===== src/rtl/iobuf_bank.sv =====
// Bank of bidirectional IO channels driving external level-shift buffers and SB_IO tristates.
// Each channel sequences buffer direction and FPGA output enable with a dead time between them.
module iobuf_bank #(
  parameter int CHANNELS    = 5,
  parameter int TURN_CYCLES = 4,
  parameter int SYNC_STAGES = 2
) (
  input  logic                  clock,
  input  logic                  reset_n,
  input  logic [CHANNELS-1:0]   oe,
  input  logic [CHANNELS-1:0]   od,
  input  logic [CHANNELS-1:0]   dout,
  output logic [CHANNELS-1:0]   din,
  output logic [CHANNELS-1:0]   rise,
  output logic [CHANNELS-1:0]   fall,
  output logic [CHANNELS-1:0]   busy,
  output logic [CHANNELS-1:0]   bufdir,
  output logic [CHANNELS-1:0]   bufod,
  output logic [CHANNELS-1:0]   buftoe,
  output logic [CHANNELS-1:0]   buftdo,
  input  logic [CHANNELS-1:0]   buftdi,
  output logic [2*CHANNELS-1:0] chan_state
);

  localparam int CW = $clog2(TURN_CYCLES + 1);
  localparam logic [CW-1:0] CNT_LAST = CW'(TURN_CYCLES - 1);

  typedef enum logic [1:0] {
    ST_IN       = 2'd0,
    ST_TURN_OUT = 2'd1,
    ST_OUT      = 2'd2,
    ST_TURN_IN  = 2'd3
  } chan_state_t;

  chan_state_t         state_q [CHANNELS];
  chan_state_t         state_d [CHANNELS];
  logic [CW-1:0]       cnt_q   [CHANNELS];
  logic [CW-1:0]       cnt_d   [CHANNELS];
  logic [CHANNELS-1:0] od_l_q;
  logic [CHANNELS-1:0] od_l_d;
  logic [CHANNELS-1:0] bufod_d;
  logic [CHANNELS-1:0] bufdir_d;
  logic [CHANNELS-1:0] buftoe_d;
  logic [CHANNELS-1:0] busy_d;
  logic [CHANNELS-1:0] sync_q [SYNC_STAGES];
  logic [CHANNELS-1:0] din_prev;

  always_comb begin
    state_d  = state_q;
    cnt_d    = cnt_q;
    od_l_d   = od_l_q;
    bufod_d  = bufod;
    bufdir_d = '0;
    buftoe_d = '0;
    busy_d   = '0;
    for (int i = 0; i < CHANNELS; i++) begin
      case (state_q[i])
        ST_IN: begin
          if (oe[i]) begin
            od_l_d[i]  = od[i];
            bufod_d[i] = od[i];
            cnt_d[i]   = '0;
            state_d[i] = ST_TURN_OUT;
          end
        end
        ST_TURN_OUT: begin
          // Dropping oe here is safe: the FPGA has not driven the pin yet.
          if (!oe[i]) begin
            cnt_d[i]   = '0;
            bufod_d[i] = 1'b0;
            state_d[i] = ST_IN;
          end else if (cnt_q[i] == CNT_LAST) begin
            cnt_d[i]   = '0;
            state_d[i] = ST_OUT;
          end else begin
            cnt_d[i] = cnt_q[i] + CW'(1);
          end
        end
        ST_OUT: begin
          if (!oe[i] || (od[i] != od_l_q[i])) begin
            cnt_d[i]   = '0;
            state_d[i] = ST_TURN_IN;
          end
        end
        ST_TURN_IN: begin
          if (cnt_q[i] == CNT_LAST) begin
            cnt_d[i]   = '0;
            bufod_d[i] = 1'b0;
            state_d[i] = ST_IN;
          end else begin
            cnt_d[i] = cnt_q[i] + CW'(1);
          end
        end
        default: begin
          cnt_d[i]   = '0;
          bufod_d[i] = 1'b0;
          state_d[i] = ST_IN;
        end
      endcase
      // Outputs are registered from the next state so they line up with the state register.
      bufdir_d[i] = (state_d[i] != ST_IN);
      buftoe_d[i] = (state_d[i] == ST_OUT);
      busy_d[i]   = (state_d[i] == ST_TURN_OUT) || (state_d[i] == ST_TURN_IN);
    end
  end

  always_ff @(posedge clock or negedge reset_n) begin
    if (!reset_n) begin
      for (int i = 0; i < CHANNELS; i++) begin
        state_q[i] <= ST_IN;
        cnt_q[i]   <= '0;
      end
      od_l_q <= '0;
      bufod  <= '0;
      bufdir <= '0;
      buftoe <= '0;
      busy   <= '0;
      buftdo <= '0;
    end else begin
      for (int i = 0; i < CHANNELS; i++) begin
        state_q[i] <= state_d[i];
        cnt_q[i]   <= cnt_d[i];
      end
      od_l_q <= od_l_d;
      bufod  <= bufod_d;
      bufdir <= bufdir_d;
      buftoe <= buftoe_d;
      busy   <= busy_d;
      buftdo <= dout;
    end
  end

  // Input path runs in every state, so a driven pin reads back through the same chain.
  always_ff @(posedge clock or negedge reset_n) begin
    if (!reset_n) begin
      for (int s = 0; s < SYNC_STAGES; s++) begin
        sync_q[s] <= '0;
      end
      din_prev <= '0;
      rise     <= '0;
      fall     <= '0;
    end else begin
      sync_q[0] <= buftdi;
      for (int s = 1; s < SYNC_STAGES; s++) begin
        sync_q[s] <= sync_q[s-1];
      end
      din_prev <= din;
      rise     <= din & ~din_prev;
      fall     <= ~din & din_prev;
    end
  end

  assign din = sync_q[SYNC_STAGES-1];

  always_comb begin
    chan_state = '0;
    for (int i = 0; i < CHANNELS; i++) begin
      chan_state[2*i +: 2] = state_q[i];
    end
  end

endmodule

===== config.mk =====
export PLATFORM = sky130hd
export DESIGN_NAME = iobuf_bank
export DESIGN_NICKNAME = d
export VERILOG_FILES = /design/src/rtl/iobuf_bank.sv
export SDC_FILE = /design/constraint.sdc
export NUM_CORES = 1
export LEC_CHECK = 0
export ABC_CLOCK_PERIOD_IN_PS = 1360
export CORE_ASPECT_RATIO = 1.4
export CORE_UTILIZATION = 45
export DETAILED_ROUTE_END_ITERATION = 6
export PLACE_DENSITY = 0.88
export REMOVE_ABC_BUFFERS = 1
export SETUP_SLACK_MARGIN = 0.3
export SYNTH_ARGS = -nofsm -noshare
export SYNTH_HDL_FRONTEND = slang
export SYNTH_SLANG_ARGS = --single-unit

===== constraint.sdc =====
create_clock -name clock -period 1.36 [get_ports clock]
set_input_delay 0.34 -clock clock [delete_from_list [all_inputs] [get_ports clock]]
set_output_delay 0.34 -clock clock [all_outputs]
set_load 0.01 [all_outputs]

# After elaboration in Yosys (flattened, before gate mapping)
# Index checks and enable logic that the tools add are counted.
word_totals:
  elab_cells: 218
  register_bits: 80
  input_bits: 22
  output_inout_bits: 50
op_classes:
  addsub: 5
  eq_ne: 60
  reduce_logical: 45
  bitwise_logic: 4
  mux: 75
op_table:
  columns: ["operator", "n"]
  rows:
  - ["2-to-1 mux 3 bit", 20]
  - ["one-hot mux 3 bit (4 select lines)", 5]
  - ["2-to-1 mux 2 bit", 25]
  - ["equality test 2 bit, second input constant", 20]
  - ["inequality test 2 bit, second input constant", 20]
  - ["one-hot mux 2 bit (4 select lines)", 5]
  - ["equality test 2 x 1 -> 1 bit, second input constant", 10]
  - ["AND reduction 2 bit", 10]
  - ["AND reduction 4 bit", 5]
  - ["adder 3 x 1 -> 3 bit, second input constant", 5]
  - ["equality test 3 x 2 -> 1 bit, second input constant", 5]
  - ["2-to-1 mux 1 bit", 15]
  - ["one-hot mux 1 bit (3 select lines)", 5]
  - ["nonzero test 3 bit", 5]
  - ["bitwise AND 5 bit", 2]
  - ["logical NOT 2 bit", 5]
  - ["logical OR 1 bit", 10]
  - ["NOT 5 bit", 2]
  - ["nonzero test 2 bit", 5]
  - ["logical NOT 1 bit", 5]
  - ["inequality test 1 bit", 5]

# Logic depth before layout (Yosys ltp)
# Gate-level depths: netlist of the first run.
depth:
  depth_word: 6
  ltp_mapped: 4
  depth_no_buf: 4

# Worst setup path after synthesis of the first run
# OpenSTA, ideal clock, no wires.
synth_path:
  path_type: "reg2reg"
  from: "reg cnt_q[3] in the netlist's numbering"
  to: "reg bufod[3]"
  period_less_slack_ns: 1.274
  slack_ns: 0.086
  arrival_time_ns: 1.153
  required_ns: 1.239
  setup_ns: 0.121
  path_buffers: 0
  stages_incl_launch_ff: 5
  path_cell_list: "dfrtp_1 > ha_1 > nand3b_1 > a221o_1 > a22o_1"
synth_between:
  elab_chain_len: 3
synth_rtl:
  columns: ["item", "line", "rtl"]
  rows:
  - ["start: declaration", "37", "logic [CW-1:0] cnt_q [CHANNELS];"]
  - ["start signal: indexed assignment", "122", "cnt_q[i] <= cnt_d[i];"]
  - ["equality test 3 x 2 -> 1 bit", "86", "if (cnt_q[i] == CNT_LAST) begin"]
  - ["inequality test 2 bit (no source line)", null, null]
  - ["AND reduction 4 bit (no source line)", null, null]
  - ["end signal: assignment", "125", "bufod <= bufod_d;"]
  - ["end: declaration", "18", "output logic [CHANNELS-1:0] bufod,"]
# Every way passes these cells.
# A chain may end at the register's enable or synchronous reset.

# Final worst setup path of the first run
layout_path:
  from: "in od[3]"
  to: "reg busy[3]"
layout_between:
  elab_chain_len: 6
  word_cells_on_any_way: 7
  classes_between: "eq/ne (3); mux (2); reduce/logical (2)"
layout_rtl:
  columns: ["item", "line", "rtl"]
  rows:
  - ["start: declaration", "11", "input logic [CHANNELS-1:0] od,"]
  - ["inequality test 1 bit *", "80", "if (!oe[i] || (od[i] != od_l_q[i])) begin"]
  - ["logical OR 1 bit *", "80", null]
  - ["2-to-1 mux 2 bit *", "80", null]
  - ["one-hot mux 2 bit (4 select lines) *", "57", "case (state_q[i])"]
  - ["equality test 2 x 1 -> 1 bit / equality test 2 bit (equally long branches)", "103", "busy_d[i] = (state_d[i] == ST_TURN_OUT) || (state_d[i] == ST_TURN_IN);"]
  - ["logical OR 1 bit *", "103", null]
  - ["net busy_d[3]", "44", "logic [CHANNELS-1:0] busy_d;"]
  - ["end signal: assignment", "128", "busy <= busy_d;"]
  - ["end: declaration", "16", "output logic [CHANNELS-1:0] busy,"]
# Mark *: on every way through the listed nets, which the timed path passes. The rest lies on a longest branch.

==> results of run 1 <==
## layout by cell type, fill, tap and decap left out, types with 7 or more instances in the layout
cell	count
buf_6	40
dlygate4sd2_1	7
nand2b_4	8
clkbuf_8	10
nand2_1	16
buf_2	44
inv_1	13
a31oi_1	7
dfrtp_1	76
clkdlybuf4s50_1	12
nor2b_1	14
nand2_2	10
buf_4	48
## layer usage
| metal | track usage [%] | part of all wire [%] |
|---|---|---|
| met3 | 4.40 | 4.9 |
| met1 | 23.4 | 37 |
| met5 | 0 | 0 |
| met4 | 9.35 | 2.4 |
| met2 | 39.0 | 56 |
## critical path, cell delays in order
cell and delay (ns):
clkdlybuf4s50_1 0.48, xor2_2 0.21, or3_4 0.41, and3_4 0.18
## cell families after synthesis
kind of cell    share of synthesized area (%)
mux                                      2.40
compound gates                           11.5
flops                                    61.6
xor+xnor                                 1.68
buf+inv                                  5.24
simple gates                             15.6
fa+ha+maj                                2.00
## synth_stat cells (2+ instances only)
library cell	count	share of area, %
o22ai_1	4	0.80
buf_4	10	2.4
nand4_1	2	0.40
xnor2_1	5	1.4
ha_1	5	2.0
nor2_1	10	1.2
nor2b_1	16	3.2
mux2_2	4	1.4
and2_1	3	0.60
dfrtp_1	77	62
o21ai_0	7	1.1
a22oi_1	2	0.48
a31oi_1	7	1.4
nand2b_1	9	1.8
mux2i_1	3	0.96
or2_2	2	0.40
o32ai_1	3	0.84
a221oi_1	2	0.56
a22o_1	2	0.56
a311oi_1	2	0.56
inv_1	16	1.9
a21oi_1	6	0.96
o211a_1	3	0.96
o2bb2ai_1	4	1.1
nand2_1	26	3.1
or3_1	5	1.0
buf_2	5	0.80
and3_1	3	0.60
nand3b_1	6	1.4
nand3_1	5	0.80
## cell type report
type	count	area share [%]
clock inverters	6	2.09
clock buffers	10	2.65
inverters	17	1.40
repair buffers	157	25.4
flip-flops and latches	77	37.1
well taps	92	2.21
multi-input cells	159	29.2
## per-stage QoR
step | total power, W | cell area (um2) | hold WS, ns | setup WS [ns] | cells
4_1_cts | 0.00915 | 4620 | 0.354 | 0.0396 | 490
5_1_grt | 0.0113 | 5200 | 0.357 | -0.0647 | 518
2_1_floorplan | 0.00475 | 3030 | 0.0444 | 0.0193 | 253
6_report | 0.0107 | 5200 | 0.353 | -0.0359 | 518
3_5_place_dp | 0.00638 | 4110 | 0.225 | -0.335 | 445
3_3_place_gp | 0.00624 | 4110 | 0.219 | -0.279 | 445
## power by group
group	total [W]	internal (W)	switching [W]	leakage, nW
clock network	0.00211	0.00127	0.000841	0.127
registers	0.00323	0.00283	0.000395	0.948
logic	0.00541	0.00297	0.00245	1.39
total	0.0107	0.00707	0.00368	2.46
## state kept, by name (all words and copies together), names as in the netlist
signal	cells
buftdo	5
bufdir	5
busy	2
fall	5
buftoe	5
cnt_q	15
od_l_q	5
sync_q	5
din	5
chan_state	10
bufod	5
din_prev	5
rise	5
## worst paths after layout
check / start / endpoint / depth (start not counted)
setup / recovery: od[3] / busy[3] / 4
hold / removal: sync_q[8] / din[3] / 0
setup reg to reg: chan_state[2] / cnt_q[11] / 4
hold reg to reg: sync_q[8] / din[3] / 0
max in group asynchronous: reset_n / bufod[2] / 3
min in group asynchronous: reset_n / chan_state[2] / 2
## what timing repair did
action                                 4_1_cts  5_1_grt
pin swaps                                   33       35
gates cloned                                 0        2
hold buffers                                 1        0
setup endpoints to repair                   92       96
endpoints found under the hold margin       13        0
buffers inserted                            28       26
resized for setup                          275       80
==> flow_metrics.tcl, run 1 <==
set metrics [dict create \
    outcome "complete, but fails checks" \
    violations "setup timing" \
    clk_path_buf_depth 2 \
    hold_violations 0 \
    finalWorstSetupSlack_ns -0.0359 \
    ir_worst_vdd_mv 1.28 \
    end_kind "register" \
    hpwl_mm 4.33 \
    synth_edf_count 0 \
    clk_pin_slew_ns 0.08 \
    grt_pass1_vias 2590 \
    ys_ff_latch 77 \
    die_area_um2 7300 \
    ant_nets 0 \
    dieHeight_um 101 \
    cts.htree.levels 3 \
    yosysWarnings 0 \
    gp_congestion 0.799 \
    multi_input_area_um2 1520 \
    path_class "input pin to register" \
    wl_per_cell_um 17.1 \
    diodes 0 \
    clock-root-buffer "clkbuf_8" \
    period_needed_ns 1.40 \
    finalCritPeriodShare_pct 103 \
    syn_area_per_cell_um2 11.7 \
    cts_num_sinks 77 \
    setup_viol 3 \
    utilization_pct 78.1 \
    crit_arrival_ns 1.62 \
    path_max_fanout 4 \
    insertion_delay_ns 0.34 \
    wirelength_mm 8.86 \
    drv_slew 0 \
    worst_slew_pin_slew_ns 0.422 \
    first_iter_violations 83 \
    core_um2 6660 \
    yosysSeqAreaShare_pct 61.6 \
    grt_start_max_net_pins 27 \
    min_path_type "register to register" \
    drc 0 \
    antenna_found_initial 0 \
    synth-main-ff-cell "dfrtp_1" \
    cts-buffers-inserted 9 \
    finalNetCount 448 \
    rrSetupSlack_ns -0.01 \
    gr-total-overflow 0 \
    setup_tns_ns -0.0777 \
    fp-row-count 35 \
    sequential_cell_area_um2 1930 \
    crit_required_ns 1.59 \
    synth.distinct_cells 44 \
    rsz0062_at_grt "true" \
    async_flop_share_pct 100 \
    drive_gt1_share_pct 55.2 \
    fmax_ghz 0.716 \
    track_usage_pct 21.3 \
    synthToLayoutAreaGrowth_pct 66.1 \
    grt_pass1_wl_mm 11.8 \
    numPortBuffers 71 \
    finClkSkew_ns 0.0126 \
    max_cap_viol_count 0 \
    firstDrtPassIters 4 \
    syn_inst 268 \
    start_kind "input pin" \
    power.density_nw_per_um2 2070 \
    floorplan.initialDensity_pct 47.0 \
    slew_headroom_pct 71.9 \
    num_io_pins 72 \
    p_leak_nw 2.46 \
    cts_tree "done" \
    avgViaCountPerCell 5.14 \
    vias 2660 \
    syn_area_um2 3130 \
    nFillCells 418 \
    fp.dieW_um 72.5 \
]
(Power assumes the default switching activity.)
==> inputs of run 2 (changes only) <==
--- a/config.mk
+++ b/config.mk
@@ -11,7 +11,6 @@
 export DETAILED_ROUTE_END_ITERATION = 6
 export PLACE_DENSITY = 0.88
 export REMOVE_ABC_BUFFERS = 1
-export SETUP_SLACK_MARGIN = 0.3
 export SYNTH_ARGS = -nofsm -noshare
 export SYNTH_HDL_FRONTEND = slang
 export SYNTH_SLANG_ARGS = --single-unit
==> flow_metrics.tcl, run 2 (synthesis gave the netlist of run 1 again) <==
set metrics [dict create \
    first_iter_violations 83 \
    path_cells "buf_6 > nand3b_1 > a221o_1 > a22o_1" \
    grt_pass1_vias 2336 \
    drive_gt1_share_pct 20.6 \
    setup_viol 0 \
    cts.htree.levels 3 \
    hold_violations 0 \
    diodes 0 \
    wl_per_cell_um 12.8 \
    num_io_pins 72 \
    end_kind "register" \
    fp.dieW_um 72.5 \
    ant_nets 0 \
    path_max_fanout 14 \
    dp_slack_ns -0.335 \
    gr-total-overflow 0 \
    die_area_um2 7300 \
    wirelength_mm 6.06 \
    start_kind "register" \
    power_switching_w 0.00265 \
    rsz0062_at_grt "true" \
    p_leak_nw 2.11 \
    slew_headroom_pct 75.4 \
    clock-root-buffer "clkbuf_8" \
    placed_area_um2 4110 \
    max_cap_viol_count 0 \
    clk_pin_slew_ns 0.07 \
    largest_reg_flops 15 \
    track_usage_pct 18.2 \
    gp_congestion 0.799 \
    cp_slowest_cell "dfrtp_1" \
    period_needed_ns 1.33 \
    finalWorstSetupSlack_ns 0.0309 \
    cts_tree "done" \
    p_sw_share_pct 31.5 \
    internal-power_w 0.00576 \
    clk_path_buf_depth 2 \
    finalNetCount 405 \
    placed_cells 445 \
    layout_common_cells "dfrtp_1, buf_4, clkdlybuf4s15_1, nand2_1, clkdlybuf4s50_1" \
    final_common_cell "dfrtp_1" \
    p_clk_share_pct 24.5 \
    finClkSkew_ns 0.00696 \
    avgViaCountPerCell 4.90 \
    grt_pass1_wl_mm 10.2 \
    fp-row-count 35 \
    final_area_um2 4440 \
    power.density_nw_per_um2 1900 \
    drv_slew 0 \
    cts_num_sinks 77 \
    synthToLayoutAreaGrowth_pct 41.7 \
    regMostFlops "cnt_q" \
    ir_worst_vdd_mv 1.04 \
    antenna_found_initial 0 \
    core_um2 6660 \
    path_buf_inv 1 \
    cts-buffers-inserted 9 \
    utilization_pct 66.7 \
    grt_start_max_net_pins 27 \
    crit_required_ns 1.58 \
    outcome "complete, no violations" \
    min_path_type "register to register" \
    firstDrtPassIters 4 \
    path_class "register to register" \
    setup_tns_ns 0 \
    max_stage_delay_ns 0.39 \
    drc 0 \
    fmax_ghz 0.752 \
    dieHeight_um 101 \
    insertion_delay_ns 0.34 \
    worst_slew_pin_slew_ns 0.366 \
    vias 2326 \
    p_seq_share_pct 37.1 \
    hpwl_mm 4.33 \
    p_comb_share_pct 38.3 \
    finalCritPeriodShare_pct 97.7 \
    cpLargestDelayFamily "compound AO/OA/AOI/OAI gates" \
    floorplan.initialDensity_pct 47.0 \
    crit_arrival_ns 1.55 \
    numPortBuffers 71 \
    layout.cells.non_filler 475 \
]
[run 2: power by group through the flow]
stage          combinational (W)  sequential (W)  clock [W]
3_3_place_gp             0.00305         0.00319          0
2_1_floorplan            0.00124         0.00351          0
6_report                 0.00322         0.00312    0.00206
3_5_place_dp             0.00316         0.00323          0
4_1_cts                  0.00316         0.00313    0.00213
5_1_grt                  0.00355         0.00319    0.00223
[run 2: worst register-to-register path: stages, from the launching register on]
cell	delay [ns]
dfrtp_1	0.39
buf_6	0.16
nand3b_1	0.12
a221o_1	0.37
a22o_1	0.18
[run 2: final cells by class]
| type | count | area (um2) |
|---|---|---|
| inverter | 17 | 63.8 |
| clock buffer | 10 | 138 |
| fill | 512 | 2220 |
| clock inverter | 6 | 109 |
| tap | 92 | 115 |
| timing repair buffer | 114 | 1020 |
| multi-input combinational | 159 | 1070 |
| sequential | 77 | 1930 |
[run 2: worst paths after layout]
kind	to	cells after the start	startpoint	slack (ns)
hold reg to reg	din[3]	0	sync_q[8]	0.35
hold / removal	din[3]	0	sync_q[8]	0.35
setup reg to reg	bufod[3]	4	chan_state[6]	0.03
min in group asynchronous	buftdo[1]	2	reset_n	0.40
setup / recovery	bufod[3]	4	chan_state[6]	0.03
max in group asynchronous	cnt_q[7]	3	reset_n	0.49
[run 2: metrics by stage]
step,total power (W),hold slack (ns)
4_1_cts,0.00841,0.354
3_3_place_gp,0.00624,0.219
5_1_grt,0.00897,0.354
3_5_place_dp,0.00638,0.225
2_1_floorplan,0.00475,0.0444
6_report,0.00841,0.351
[run 2: layer usage]
metal	up-vias	routed length [um]	part of all wire, %	track usage (%)
met5	-	0	0	0
met4	0	82	1.4	8.14
met3	8	318	5.2	4.90
met2	61	3210	53	32.5
met1	1112	2450	40	20.0
li1	1145	-	-	-
[run 2: what timing repair did]
item                       in CTS  in global routing
pin swaps                       1                  1
setup buffers                  10                  4
setup endpoints to repair      50                 31
hold endpoints to repair       13                  0
hold buffers                    1                  0
gates resized for setup        67                 32
==> inputs of run 3 (changes only) <==
==> constraint.sdc (replaced) <==
create_clock -name clock -period 1.36 [get_ports clock]
set_input_delay 0.34 -clock clock [delete_from_list [all_inputs] [get_ports clock]]
set_output_delay 0.34 -clock clock [all_outputs]
set_load 0.005 [all_outputs]
==> flow_metrics.tcl, run 3 (synthesis gave the netlist of run 1 again) <==
set metrics [dict create \
    fp.dieW_um 72.5 \
    p_sw_share_pct 31.1 \
    clk_path_buf_depth 2 \
    power.density_nw_per_um2 1860 \
    reg2reg_to "cnt_q[4]" \
    numPortBuffers 71 \
    min_path_type "register to register" \
    crit_required_ns 1.62 \
    rrSetupSlack_ns 0.004 \
    cts_num_sinks 77 \
    ir_worst_vdd_mv 1.18 \
    cts-buffers-inserted 9 \
    crit_arrival_ns 1.61 \
    drv_slew 0 \
    wl_per_cell_um 12.9 \
    avgViaCountPerCell 5.01 \
    outcome "complete, no violations" \
    finClkSkew_ns 0.00781 \
    grt_pass1_vias 2482 \
    first_iter_violations 124 \
    drc 0 \
    fp-row-count 35 \
    crit_end "cnt_q[4]" \
    gp_congestion 0.818 \
    wirelength_mm 6.21 \
    worst_slew_pin_slew_ns 0.437 \
    synthToLayoutAreaGrowth_pct 42.7 \
    power_switching_w 0.00259 \
    num_io_pins 72 \
    p_leak_nw 2.14 \
    setup_tns_ns 0 \
    max_cap_viol_count 0 \
    core_um2 6660 \
    path_max_fanout 7 \
    r2r_cells 5 \
    track_usage_pct 18.4 \
    finalCritPeriodShare_pct 99.7 \
    diodes 0 \
    placed_area_um2 4060 \
    largest_reg_flops 15 \
    vias 2406 \
    ant_nets 0 \
    firstDrtPassIters 4 \
    die_area_um2 7300 \
    path_class "register to register" \
    end_kind "register" \
    clock-root-buffer "clkbuf_8" \
    antenna_found_initial 0 \
    insertion_delay_ns 0.33 \
    crit_path_start "chan_state[7]" \
    final_area_um2 4470 \
    cts.htree.levels 3 \
    finalNetCount 410 \
    setup_viol 0 \
    p_clk_share_pct 22.1 \
    grt_start_max_net_pins 50 \
    drive_gt1_share_pct 21.6 \
    fmax_ghz 0.738 \
    period_needed_ns 1.36 \
    p_comb_share_pct 40.4 \
    hold_violations 0 \
    rsz0062_at_grt "true" \
    p_seq_share_pct 37.5 \
    gr-total-overflow 0 \
    slew_headroom_pct 70.7 \
    cts_tree "done" \
    start_kind "register" \
    regMostFlops "cnt_q" \
    internal-power_w 0.00572 \
    grt_pass1_wl_mm 10.4 \
    floorplan.initialDensity_pct 47.0 \
    clk_pin_slew_ns 0.08 \
    hpwl_mm 4.25 \
    dieHeight_um 101 \
    reg2reg_from "chan_state[7]" \
    final_common_cell "dfrtp_1" \
    layout_common_cells "dfrtp_1, buf_4, dlygate4sd2_1, nand2_1, clkdlybuf4s50_1" \
]
[run 3: changes by cell type in the layout (fill, tap and decap cells not counted), sizes merged]
cell	delta
dlygate4sd2	+21
clkdlybuf4s15	-18
buf	+6
bufinv	-2
clkdlybuf4s50	+1
clkinv	-1
dlymetal6s2s	-1
inv	-1
[run 3: final cells by class]
cell class / count / area, um2
inverters: 17 / 66.3
multi-input cells: 159 / 1080
repair buffers: 119 / 1050
flip-flops and latches: 77 / 1930
clock inverters: 2 / 38.8
well taps: 92 / 115
clock buffers: 14 / 183
fillers: 513 / 2190
[run 3: worst min path at each step]
stage                     startpoint        end  slack (ns)  depth (start not counted)
after floorplan              reset_n  bufdir[0]        0.04                          0
after global placement       reset_n  cnt_q[11]        0.33                          2
after detailed placement     reset_n  cnt_q[11]        0.34                          2
after CTS                  sync_q[7]     din[2]        0.36                          0
after global routing       sync_q[7]     din[2]        0.36                          0
final                      sync_q[6]     din[1]        0.35                          0
[run 3: worst max-delay path, cell delays in order (launching register included)]
cell,delay (ns)
dfrtp_1,0.41
buf_6,0.13
buf_6,0.12
or3_4,0.38
o31a_1,0.11
o21ai_1,0.12
[run 3: repair_timing]
action                                  CTS  global route
pin swaps                                 3             3
buffers inserted                         19             4
endpoints found under the setup margin   50            29
cloned                                    0             0
hold buffers                              1             0
gates resized for setup                  66            25
hold endpoints to repair                 49             0
[run 3: power groups by stage]
stage	Sequential [W]	Combinational [W]	Clock, W
after CTS	0.00311	0.00319	0.00187
after global placement	0.00321	0.00286	0
final	0.00312	0.00335	0.00183
after floorplan	0.00337	0.00124	0
after global routing	0.00317	0.00370	0.00197
after detailed placement	0.00323	0.00299	0
[run 3: through the flow]
step           utilization [%]  total power [W]  worst slack, ns  instances  hold WS (ns)
3_3_place_gp              61.0          0.00607           -0.269        442         0.334
5_1_grt                   67.1          0.00885          -0.0603        480         0.358
3_5_place_dp              61.0          0.00622           -0.298        442         0.337
4_1_cts                   66.2          0.00817          -0.0607        478         0.356
2_1_floorplan                -          0.00461           0.0559        253        0.0444
6_report                  67.1          0.00831          0.00445        480         0.350
[run 3: per-layer routing]
layer | wire, um | up-vias | GRT usage (%)
met5 | 0 | - | 0
met4 | 70 | 0 | 7.24
met3 | 383 | 7 | 4.90
met2 | 3250 | 76 | 33.3
met1 | 2500 | 1168 | 20.1
li1 | - | 1155 | -
